$ cat src/rtl/fifo_rd_stream_adapter_pkg.sv
// fifo_rd_stream_adapter_pkg: adapter state encoding and data width shared with Async_FIFO
package fifo_rd_stream_adapter_pkg;
  localparam int FIFO_DATA_WIDTH = 8;
  typedef enum logic [1:0] {IDLE, RUN, FLUSH, CONT} state_t;
endpackage

$ cat src/rtl/stream_skid_buf.sv
// stream_skid_buf: 2-entry in-order buffer, head drives data/valid, concurrent push+pop allowed
module stream_skid_buf
  import fifo_rd_stream_adapter_pkg::*;
#(
  parameter int DATA_WIDTH = FIFO_DATA_WIDTH
) (
  input  logic                  r_clk,
  input  logic                  rrst,
  input  logic                  push,
  input  logic [DATA_WIDTH-1:0] push_data,
  input  logic                  pop,
  output logic                  valid,
  output logic [DATA_WIDTH-1:0] data,
  output logic [1:0]            occ
);
  logic [DATA_WIDTH-1:0] head, tail;
  logic head_we, tail_we;
  assign valid = occ != 2'd0;
  assign data = head;
  assign head_we = pop ? (occ == 2'd2 || push) : (push && occ == 2'd0);
  assign tail_we = push && (pop ? occ == 2'd2 : occ == 2'd1);
  always_ff @(posedge r_clk or negedge rrst) begin
    if (!rrst) begin
      occ <= 2'd0;
      head <= '0;
      tail <= '0;
    end else begin
      occ <= occ + {1'b0, push} - {1'b0, pop};
      if (head_we) head <= (pop && occ == 2'd2) ? tail : push_data;
      if (tail_we) tail <= push_data;
    end
  end
endmodule

$ cat src/rtl/fifo_rd_stream_adapter.sv
// fifo_rd_stream_adapter: FIFO pop interface (1-cycle read latency) to valid/ready stream, burst or continuous
module fifo_rd_stream_adapter
  import fifo_rd_stream_adapter_pkg::*;
#(
  parameter int DATA_WIDTH = FIFO_DATA_WIDTH,
  parameter int CNT_WIDTH  = 16
) (
  input  logic                  r_clk,
  input  logic                  rrst,
  input  logic                  fifo_empty,
  input  logic [DATA_WIDTH-1:0] fifo_data_out,
  output logic                  fifo_rd_req,
  output logic                  m_valid,
  output logic [DATA_WIDTH-1:0] m_data,
  input  logic                  m_ready,
  input  logic                  enable,
  input  logic                  burst_start,
  input  logic [CNT_WIDTH-1:0]  burst_len,
  output logic                  burst_done,
  output logic                  busy,
  output logic [CNT_WIDTH-1:0]  words_out
);
  state_t state;
  logic inflight, pop, drained;
  logic [1:0] occ;
  logic [2:0] pend;
  logic [CNT_WIDTH-1:0] len, issued;
  assign pop = m_valid && m_ready;
  assign pend = {1'b0, occ} + {2'b0, inflight};
  assign drained = pend == {2'b0, pop};
  assign busy = state != IDLE;
  assign fifo_rd_req = ((state == RUN && issued != len) || (state == CONT && enable))
                       && !fifo_empty && pend < 3'd2 + {2'b0, pop};
  stream_skid_buf #(.DATA_WIDTH(DATA_WIDTH)) u_buf (
    .r_clk     (r_clk),
    .rrst      (rrst),
    .push      (inflight),
    .push_data (fifo_data_out),
    .pop       (pop),
    .valid     (m_valid),
    .data      (m_data),
    .occ       (occ)
  );
  always_ff @(posedge r_clk or negedge rrst) begin
    if (!rrst) begin
      state <= IDLE;
      inflight <= 1'b0;
      len <= '0;
      issued <= '0;
      words_out <= '0;
      burst_done <= 1'b0;
    end else begin
      inflight <= fifo_rd_req;
      burst_done <= 1'b0;
      if (pop) words_out <= words_out + CNT_WIDTH'(1);
      case (state)
        IDLE: if (burst_start) begin
          words_out <= '0;
          issued <= '0;
          len <= burst_len;
          state <= burst_len != '0 ? RUN : CONT;
        end
        RUN: if (fifo_rd_req) begin
          issued <= issued + CNT_WIDTH'(1);
          if (issued + CNT_WIDTH'(1) == len) state <= FLUSH;
        end
        FLUSH: if (drained) begin
          burst_done <= 1'b1;
          state <= IDLE;
        end
        CONT: if (!enable && drained) state <= IDLE;
        default: state <= IDLE;
      endcase
    end
  end
endmodule

$ cat config.mk
export PLATFORM = sky130hd
export DESIGN_NAME = fifo_rd_stream_adapter
export DESIGN_NICKNAME = d
export VERILOG_FILES = /design/src/rtl/fifo_rd_stream_adapter_pkg.sv /design/src/rtl/stream_skid_buf.sv /design/src/rtl/fifo_rd_stream_adapter.sv
export SDC_FILE = /design/constraint.sdc
export NUM_CORES = 1
export LEC_CHECK = 0
export BUFFER_PORTS_ARGS = -buffer_cell sky130_fd_sc_hd__clkbuf_2
export CAP_MARGIN = 40
export CORE_ASPECT_RATIO = 1.5
export CORE_MARGIN = 3
export CORE_UTILIZATION = 35
export CTS_CLUSTER_SIZE = 40
export DETAILED_ROUTE_END_ITERATION = 12
export PLACE_DENSITY_LB_ADDON = 0.05
export SLEW_MARGIN = 10
export SYNTH_ARGS = -nofsm -noshare
export SYNTH_HDL_FRONTEND = slang
export SYNTH_SLANG_ARGS = --single-unit
$ cat constraint.sdc
create_clock -name r_clk -period 3.3 [get_ports r_clk]
set_clock_uncertainty 0.1 [all_clocks]
set_input_delay 0.66 -clock r_clk [delete_from_list [all_inputs] [get_ports r_clk]]
set_output_delay 0.66 -clock r_clk [all_outputs]
set_load 0.1 [all_outputs]
==> results of run 1 <==
[final cells by class]
type,instances,area (um2)
fill,1034,5790
multi-input combinational,280,1940
sequential,70,1750
timing repair buffer,64,353
clock buffer,11,243
tap,141,176
clock inverter,5,82.6
inverter,7,26.3
[cells by family after synthesis]
logic type | share of synthesized area
compound gates | 0.0724
flops | 0.463
xor+xnor | 0.111
fa+ha+maj | 0.0231
mux | 0.103
buf+inv | 0.0288
simple gates | 0.198
[sequential cells by signal, indices dropped and copies added (netlist names)]
register,count
issued,16
state,2
words_out,16
len,16
u_buf.tail,8
inflight,1
u_buf.occ,2
u_buf.data,8
burst_done,1
[critical path: stages (launching register included)]
cell,delay [ns]
dfrtp_1,0.44
ha_1,0.21
ha_1,0.28
nor2b_1,0.13
nor4b_1,0.38
and2_1,0.21
and2_2,0.19
buf_12,0.18
[what timing repair did]
action                                  in CTS  in global routing
gates resized for setup                      0                  1
endpoints found under the setup margin       0                  1
hold buffers                                 0                  0
[metal layers]
metal	global-route usage	part of all wire	vias to the layer above
li1	-	-	1418
met1	0.176	0.42	1405
met2	0.265	0.52	67
met3	0.0243	0.036	16
met4	0.0805	0.029	0
met5	0	0	-
[report_power, final]
part	total [mW]	leakage [nW]	internal (mW)	switching [mW]
Combinational	1.87	0.995	0.615	1.26
Clock	1.05	0.160	0.683	0.363
Sequential	1.38	0.892	1.13	0.255
[stage by stage]
step            util  cells  power [mW]  setup slack (ns)
2_1_floorplan      -    375        2.86             0.127
3_3_place_gp   0.409    562        3.28             0.445
3_5_place_dp   0.409    562        3.30             0.379
4_1_cts        0.441    578        4.37             0.142
5_1_grt        0.442    578        4.57            0.0508
6_report       0.442    578        4.30             0.171
[final timing paths]
kind                          startpoint             to  slack, ns  depth (start not counted)
max reg2reg                    issued[0]       state[1]       0.59                          8
min reg2reg                u_buf.tail[6]  u_buf.tail[6]       0.40                          1
min in group r_clk         u_buf.tail[6]  u_buf.tail[6]       0.40                          1
min                                 rrst  u_buf.data[4]       0.18                          1
max in group asynchronous           rrst     issued[15]       2.20                          2
max                         u_buf.occ[0]    fifo_rd_req       0.17                          7
[placed cells by master (no fill, tap or decap), types with 7 or more instances in the layout]
cell type,synthesis,layout
xnor2_1,30,29
a21oi_1,15,15
mux2_2,24,24
xor2_1,18,18
nand4_1,9,9
nor2_1,47,46
buf_4,2,7
nand3_1,11,11
dfrtp_1,70,70
nor3_1,13,13
nand2_1,23,23
clkbuf_2,0,55
clkbuf_16,0,9
inv_1,7,7
o21ai_0,12,12
ha_1,7,7
mux2i_1,12,12
==> impl_metrics.json, run 1 <==
{
  "status": "finished clean",
  "hold_viol_final": 0,
  "drive_gt1_frac": 0.261,
  "fp.dieH_um": 133,
  "wl_per_cell_um": 14.9,
  "die_w_um": 90.9,
  "place_congestion": 0.861,
  "antenna_found_initial": 0,
  "setup_viol": 0,
  "synthArstFlopShare": 1.00,
  "max-slew-margin-rel": 0.487,
  "fin_area_mm2": 0.00457,
  "synth_top_area_frac": 0.463,
  "irDropWorstVdd_v": 0.000369,
  "grt_pass1_vias": 2869,
  "vias": 2906,
  "dpl_cell_area_mm2": 0.00424,
  "io_pins": 58,
  "fmax_ghz": 0.320,
  "syn_to_final_growth_pct": 20.9,
  "cp.required_ns": 2.54,
  "coreArea_mm2": 0.0104,
  "cp.arrival_ns": 2.37,
  "path_clk_slew_ns": 0.06,
  "antennaDiodeCount": 0,
  "tns_ns": 0,
  "synth.distinct_cells": 48,
  "start_util": 0.365,
  "hpwl_um": 6460,
  "finalCritPeriodShare": 0.948,
  "drt_iter0_markers": 52,
  "dr.pass1.iters": 4,
  "hold_path.class": "in -> async",
  "slew_viol_final": 0,
  "grt_pass1_wl_um": 14500,
  "cts_num_sinks": 70,
  "syn_inst": 375,
  "max_slew.worst_pin.slew_ns": 0.768,
  "htree_levels": 3,
  "yosysTopAreaCell": "dfrtp_1",
  "mappedNetlistArea_mm2": 0.00378,
  "end_kind": "output pin",
  "grt_max_degree": 30,
  "p_per_area_mw_per_mm2": 940,
  "syn-num-nets": 412,
  "rsz0062_at_grt": "no",
  "port_buffers": 57,
  "hold_ws_ns": 0.176,
  "synth_seq_area_share": 0.463,
  "synth.avg_cell_area_um2": 10.1,
  "routed_wl_um": 8610,
  "drcViolationCount": 0,
  "clock_path_buffers": 2,
  "synthFlopType": "dfrtp_1",
  "num_rows": 45,
  "startpoint_type": "register",
  "synth_commonest_cells": "dfrtp_1, nor2_1, xnor2_1",
  "fp.dieArea_mm2": 0.0121,
  "ys_warn_count": 0,
  "track_usage": 0.151,
  "synthMostInstantiatedCell": "dfrtp_1",
  "root_buffer": "clkbuf_16",
  "fin_nets": 469,
  "synthTopCellsByArea": "dfrtp_1, mux2_2, xnor2_1",
  "cts_buffers": 9,
  "synth_edf_count": 0,
  "overflow": 0,
  "postCtsSetupRepairBufs": 0,
  "cts_tree": "built",
  "worstSetupPathType": "reg -> out",
  "p_leak_nw": 2.05,
  "cp_max_fo": 6,
  "period_needed_ns": 3.13,
  "worstSkewPairLatency_ns": 0.33,
  "ys_ff_latch": 70,
  "drtAntennaViolNets": 0,
  "maxCapViolations": 0,
  "via_per_inst": 5.03
}
No activity file was read; power rests on OpenSTA's default activity.
==> inputs of run 2 (changes only) <==
clock period = 3.55 ns   (was 3.3 ns; I/O delays follow)
==> impl_metrics.json, run 2 (synthesis gave the netlist of run 1 again) <==
{
  "dr.pass1.iters": 4,
  "drtAntennaViolNets": 0,
  "fin_area_mm2": 0.00454,
  "cp_cell_sequence": "ha_1 -> ha_1 -> nor2b_1 -> nor4b_1 -> and2_1 -> and2_2 -> buf_12",
  "worstSetupPathType": "reg -> out",
  "path_clk_slew_ns": 0.06,
  "hold_viol_final": 0,
  "cp_common_cell": "ha_1",
  "post_cts_resized": 0,
  "start_util": 0.365,
  "cp.arrival_ns": 2.39,
  "io_pins": 58,
  "maxCapViolations": 0,
  "dp_slack_ns": 0.533,
  "overflow": 0,
  "period_needed_ns": 3.20,
  "track_usage": 0.156,
  "place_congestion": 0.853,
  "root_buffer": "clkbuf_16",
  "setup_viol": 0,
  "grt_pass1_vias": 2954,
  "status": "finished clean",
  "cp_max_fo": 5,
  "antennaDiodeCount": 0,
  "slowest_stage": "dfrtp_1",
  "p_switching_mw": 1.77,
  "fp.dieH_um": 133,
  "clock_path_buffers": 2,
  "cp.required_ns": 2.74,
  "intPower_mw": 2.16,
  "drcViolationCount": 0,
  "grt_pass1_wl_um": 15000,
  "layout_common_cells": "dfrtp_1, clkbuf_2, nor2_1, xnor2_1, mux2_2",
  "hold_buffers": 0,
  "routed_wl_um": 8800,
  "postCtsSetupRepairBufs": 0,
  "antenna_found_initial": 0,
  "worstSkewPairLatency_ns": 0.34,
  "end_kind": "output pin",
  "p_leak_nw": 2.02,
  "max_slew.worst_pin.slew_ns": 0.737,
  "port_buffers": 57,
  "p_per_area_mw_per_mm2": 866,
  "max-slew-margin-rel": 0.509,
  "via_per_inst": 5.03,
  "cts_buffers": 9,
  "finalCritPeriodShare": 0.901,
  "coreArea_mm2": 0.0104,
  "dpl_cell_area_mm2": 0.00424,
  "hold_path.class": "in -> async",
  "num_rows": 45,
  "irDropWorstVdd_v": 0.000316,
  "clkPwrFrac": 0.229,
  "fin_nets": 467,
  "drt_iter0_markers": 65,
  "drive_gt1_frac": 0.257,
  "power_frac_comb": 0.444,
  "syn_to_final_growth_pct": 19.9,
  "layout_commonest_cell": "dfrtp_1",
  "cp_slowest_stage_delay_ns": 0.43,
  "tns_ns": 0,
  "fp.dieArea_mm2": 0.0121,
  "slew_viol_final": 0,
  "p_seq_frac": 0.327,
  "fin_ws_ns": 0.351,
  "rsz0062_at_grt": "no",
  "cts_num_sinks": 70,
  "hpwl_um": 6660,
  "totalPowerFinal_mw": 3.93,
  "htree_levels": 3,
  "swShare": 0.451,
  "grt_max_degree": 41,
  "wl_per_cell_um": 15.3,
  "vias": 2896,
  "top_regs": "issued x16, len x16, words_out x16",
  "startpoint_type": "register",
  "cts_tree": "built",
  "fmax_ghz": 0.313,
  "die_w_um": 90.9
}
==> run 2: area by class of cell <==
| class | instances | area (um2) |
|---|---|---|
| Clock inverter | 7 | 75.1 |
| Fill cell | 1059 | 5820 |
| Sequential cell | 70 | 1750 |
| Multi-Input combinational cell | 280 | 1930 |
| Tap cell | 141 | 176 |
| Inverter | 7 | 26.3 |
| Timing Repair Buffer | 62 | 350 |
| Clock buffer | 9 | 225 |
==> run 2: per-layer routing <==
metal / global-route usage / vias up / routed length, um
met5: 0 / - / 0
met4: 0.0931 / 0 / 303
met1: 0.180 / 1389 / 3610
li1: - / 1418 / -
met3: 0.0260 / 21 / 334
met2: 0.271 / 68 / 4550
==> run 2: power by group through the flow <==
stage	Clock [mW]	Combinational [mW]	Sequential [mW]
2_1_floorplan	0	0.924	1.73
3_3_place_gp	0	1.74	1.30
3_5_place_dp	0	1.76	1.31
4_1_cts	0.935	1.77	1.29
5_1_grt	0.966	1.88	1.33
6_report	0.899	1.75	1.28
==> run 2: critical path, delay by kind of cell (launching register included) <==
kind	cells	cell delay [ns]
AND/OR/NAND/NOR	4	0.93
buffers and inverters	1	0.18
adder cells (fa/ha/maj)	2	0.50
flip-flops	1	0.43
==> run 2: final timing paths <==
kind                               start       endpoint  slack (ns)  cells after the start
setup / recovery                inflight    fifo_rd_req        0.35                      7
min in group r_clk         u_buf.tail[3]  u_buf.tail[3]        0.40                      1
max in group asynchronous           rrst     issued[15]        2.36                      2
hold reg to reg            u_buf.tail[3]  u_buf.tail[3]        0.40                      1
hold / removal                      rrst  u_buf.data[5]        0.33                      1
setup reg to reg               issued[0]       state[1]        0.79                      8
==> run 2: through the flow <==
stage	std cells	hold WS [ns]	util
3_3_place_gp	559	0.386	0.408
4_1_cts	576	0.352	0.438
6_report	576	0.330	0.438
5_1_grt	576	0.378	0.438
3_5_place_dp	560	0.393	0.409
2_1_floorplan	375	0.314	-
==> inputs of run 3 (changes only) <==
CORE_UTILIZATION = 32   (was 35)
GPL_TIMING_DRIVEN = 0   (was not set)
==> impl_metrics.json, run 3 (synthesis gave the netlist of run 1 again) <==
{
  "drtAntennaViolNets": 0,
  "fin_cells": 599,
  "numPlacedInstances": 584,
  "dr.pass1.iters": 4,
  "r2r_cells": 8,
  "root_buffer": "clkbuf_16",
  "hpwl_um": 7210,
  "startpoint_type": "register",
  "status": "finished clean",
  "maxCapViolations": 0,
  "worstSetupPathType": "reg -> out",
  "top_regs": "issued x16, len x16, words_out x16",
  "r2r-end": "state[1]",
  "max_slew.worst_pin.slew_ns": 0.680,
  "crit_start": "u_buf.occ[1]",
  "num_rows": 48,
  "irDropWorstVdd_v": 0.000263,
  "io_pins": 58,
  "rsz0062_at_grt": "no",
  "cts_buffers": 9,
  "grt_max_degree": 47,
  "post-route-util": 0.398,
  "htree_levels": 3,
  "slew_viol_final": 0,
  "tns_ns": 0,
  "hold_buffers": 0,
  "cp.required_ns": 2.74,
  "place_congestion": 0.891,
  "syn_to_final_growth_pct": 21.2,
  "finalCritPeriodShare": 0.955,
  "fin_nets": 481,
  "cts_num_sinks": 70,
  "reg2reg_setup_slack_ns": 0.78,
  "fmax_ghz": 0.295,
  "cp.arrival_ns": 2.58,
  "overflow": 0,
  "drive_gt1_frac": 0.261,
  "p_leak_nw": 2.05,
  "drcViolationCount": 0,
  "grt_pass1_wl_um": 15800,
  "cts_tree": "built",
  "p_per_area_mw_per_mm2": 848,
  "wl_per_cell_um": 15.8,
  "setup_viol": 0,
  "drt_iter0_markers": 68,
  "via_per_inst": 4.94,
  "regToRegStartpoint": "issued[1]",
  "die_w_um": 94.8,
  "clock_path_buffers": 2,
  "cp_max_fo": 7,
  "hold_path.class": "in -> async",
  "crit_path_end": "fifo_rd_req",
  "grt_pass1_vias": 3113,
  "fp.dieArea_mm2": 0.0132,
  "end_kind": "output pin",
  "antennaDiodeCount": 0,
  "path_clk_slew_ns": 0.06,
  "fp.dieH_um": 139,
  "track_usage": 0.155,
  "hold_viol_final": 0,
  "worstSkewPairLatency_ns": 0.34,
  "layout_common_cells": "dfrtp_1, clkbuf_2, nor2_1, xnor2_1, mux2_2",
  "vias": 2961,
  "period_needed_ns": 3.39,
  "layout_commonest_cell": "dfrtp_1",
  "start_util": 0.328,
  "max-slew-margin-rel": 0.547,
  "antenna_found_initial": 0,
  "coreArea_mm2": 0.0115,
  "routed_wl_um": 9460,
  "port_buffers": 57
}
[run 3: power by group]
part / switching [mW] / internal, mW / total (mW) / leakage, nW
registers: 0.220 / 1.05 / 1.27 / 0.892
logic: 1.21 / 0.553 / 1.76 / 1.02
clock network: 0.366 / 0.495 / 0.861 / 0.132
total: 1.79 / 2.10 / 3.89 / 2.05
[run 3: worst max-delay path, cell delays in order (launching register included)]
cell	delay, ns
dfrtp_1	0.48
or2_2	0.18
and2_1	0.31
ha_1	0.20
nor2b_1	0.05
nor4b_2	0.33
and2_1	0.21
and2_2	0.16
clkbuf_4	0.33
[run 3: area by class of cell]
class | instances | area [um2]
well taps | 150 | 188
multi-input cells | 280 | 1930
clock inverters | 6 | 45.0
inverters | 7 | 26.3
clock buffers | 10 | 239
flip-flops and latches | 70 | 1750
repair buffers | 59 | 325
plain buffers | 17 | 78.8
fillers | 1193 | 6950
[run 3: worst min-delay path by stage]
stage                             start       endpoint  slack, ns
after floorplan                    rrst     burst_done       0.31
after global placement    u_buf.tail[4]  u_buf.tail[4]       0.38
after detailed placement  u_buf.tail[3]  u_buf.tail[3]       0.39
after CTS                          rrst  u_buf.data[0]       0.22
after global routing               rrst  u_buf.data[0]       0.24
final                              rrst  u_buf.data[0]       0.21
[run 3: layer usage]
layer / GRT usage / routed length (um) / vias up / part of all wire
met1: 0.180 / 3940 / 1428 / 0.42
li1: - / - / 1445 / -
met2: 0.267 / 4870 / 66 / 0.52
met3: 0.0288 / 350 / 22 / 0.037
met4: 0.0760 / 299 / 0 / 0.032
met5: 0 / 0 / - / 0
[run 3: repair_timing]
| action | CTS | global route |
|---|---|---|
| endpoints found under the setup margin | 1 | 1 |
| buffers inserted | 0 | 0 |
| pin swaps | 0 | 0 |
| cloned | 0 | 0 |
| gates resized for setup | 2 | 0 |
[run 3: stage by stage]
stage          area (um2)  power [mW]  hold WS (ns)  setup slack [ns]
2_1_floorplan        3780        2.65         0.314             0.176
5_1_grt              4580        4.15         0.242           0.00817
4_1_cts              4590        3.95         0.223           0.00920
3_5_place_dp         4300        3.06         0.393            -0.127
3_3_place_gp         4260        3.03         0.385           -0.0825
6_report             4580        3.89         0.213             0.159
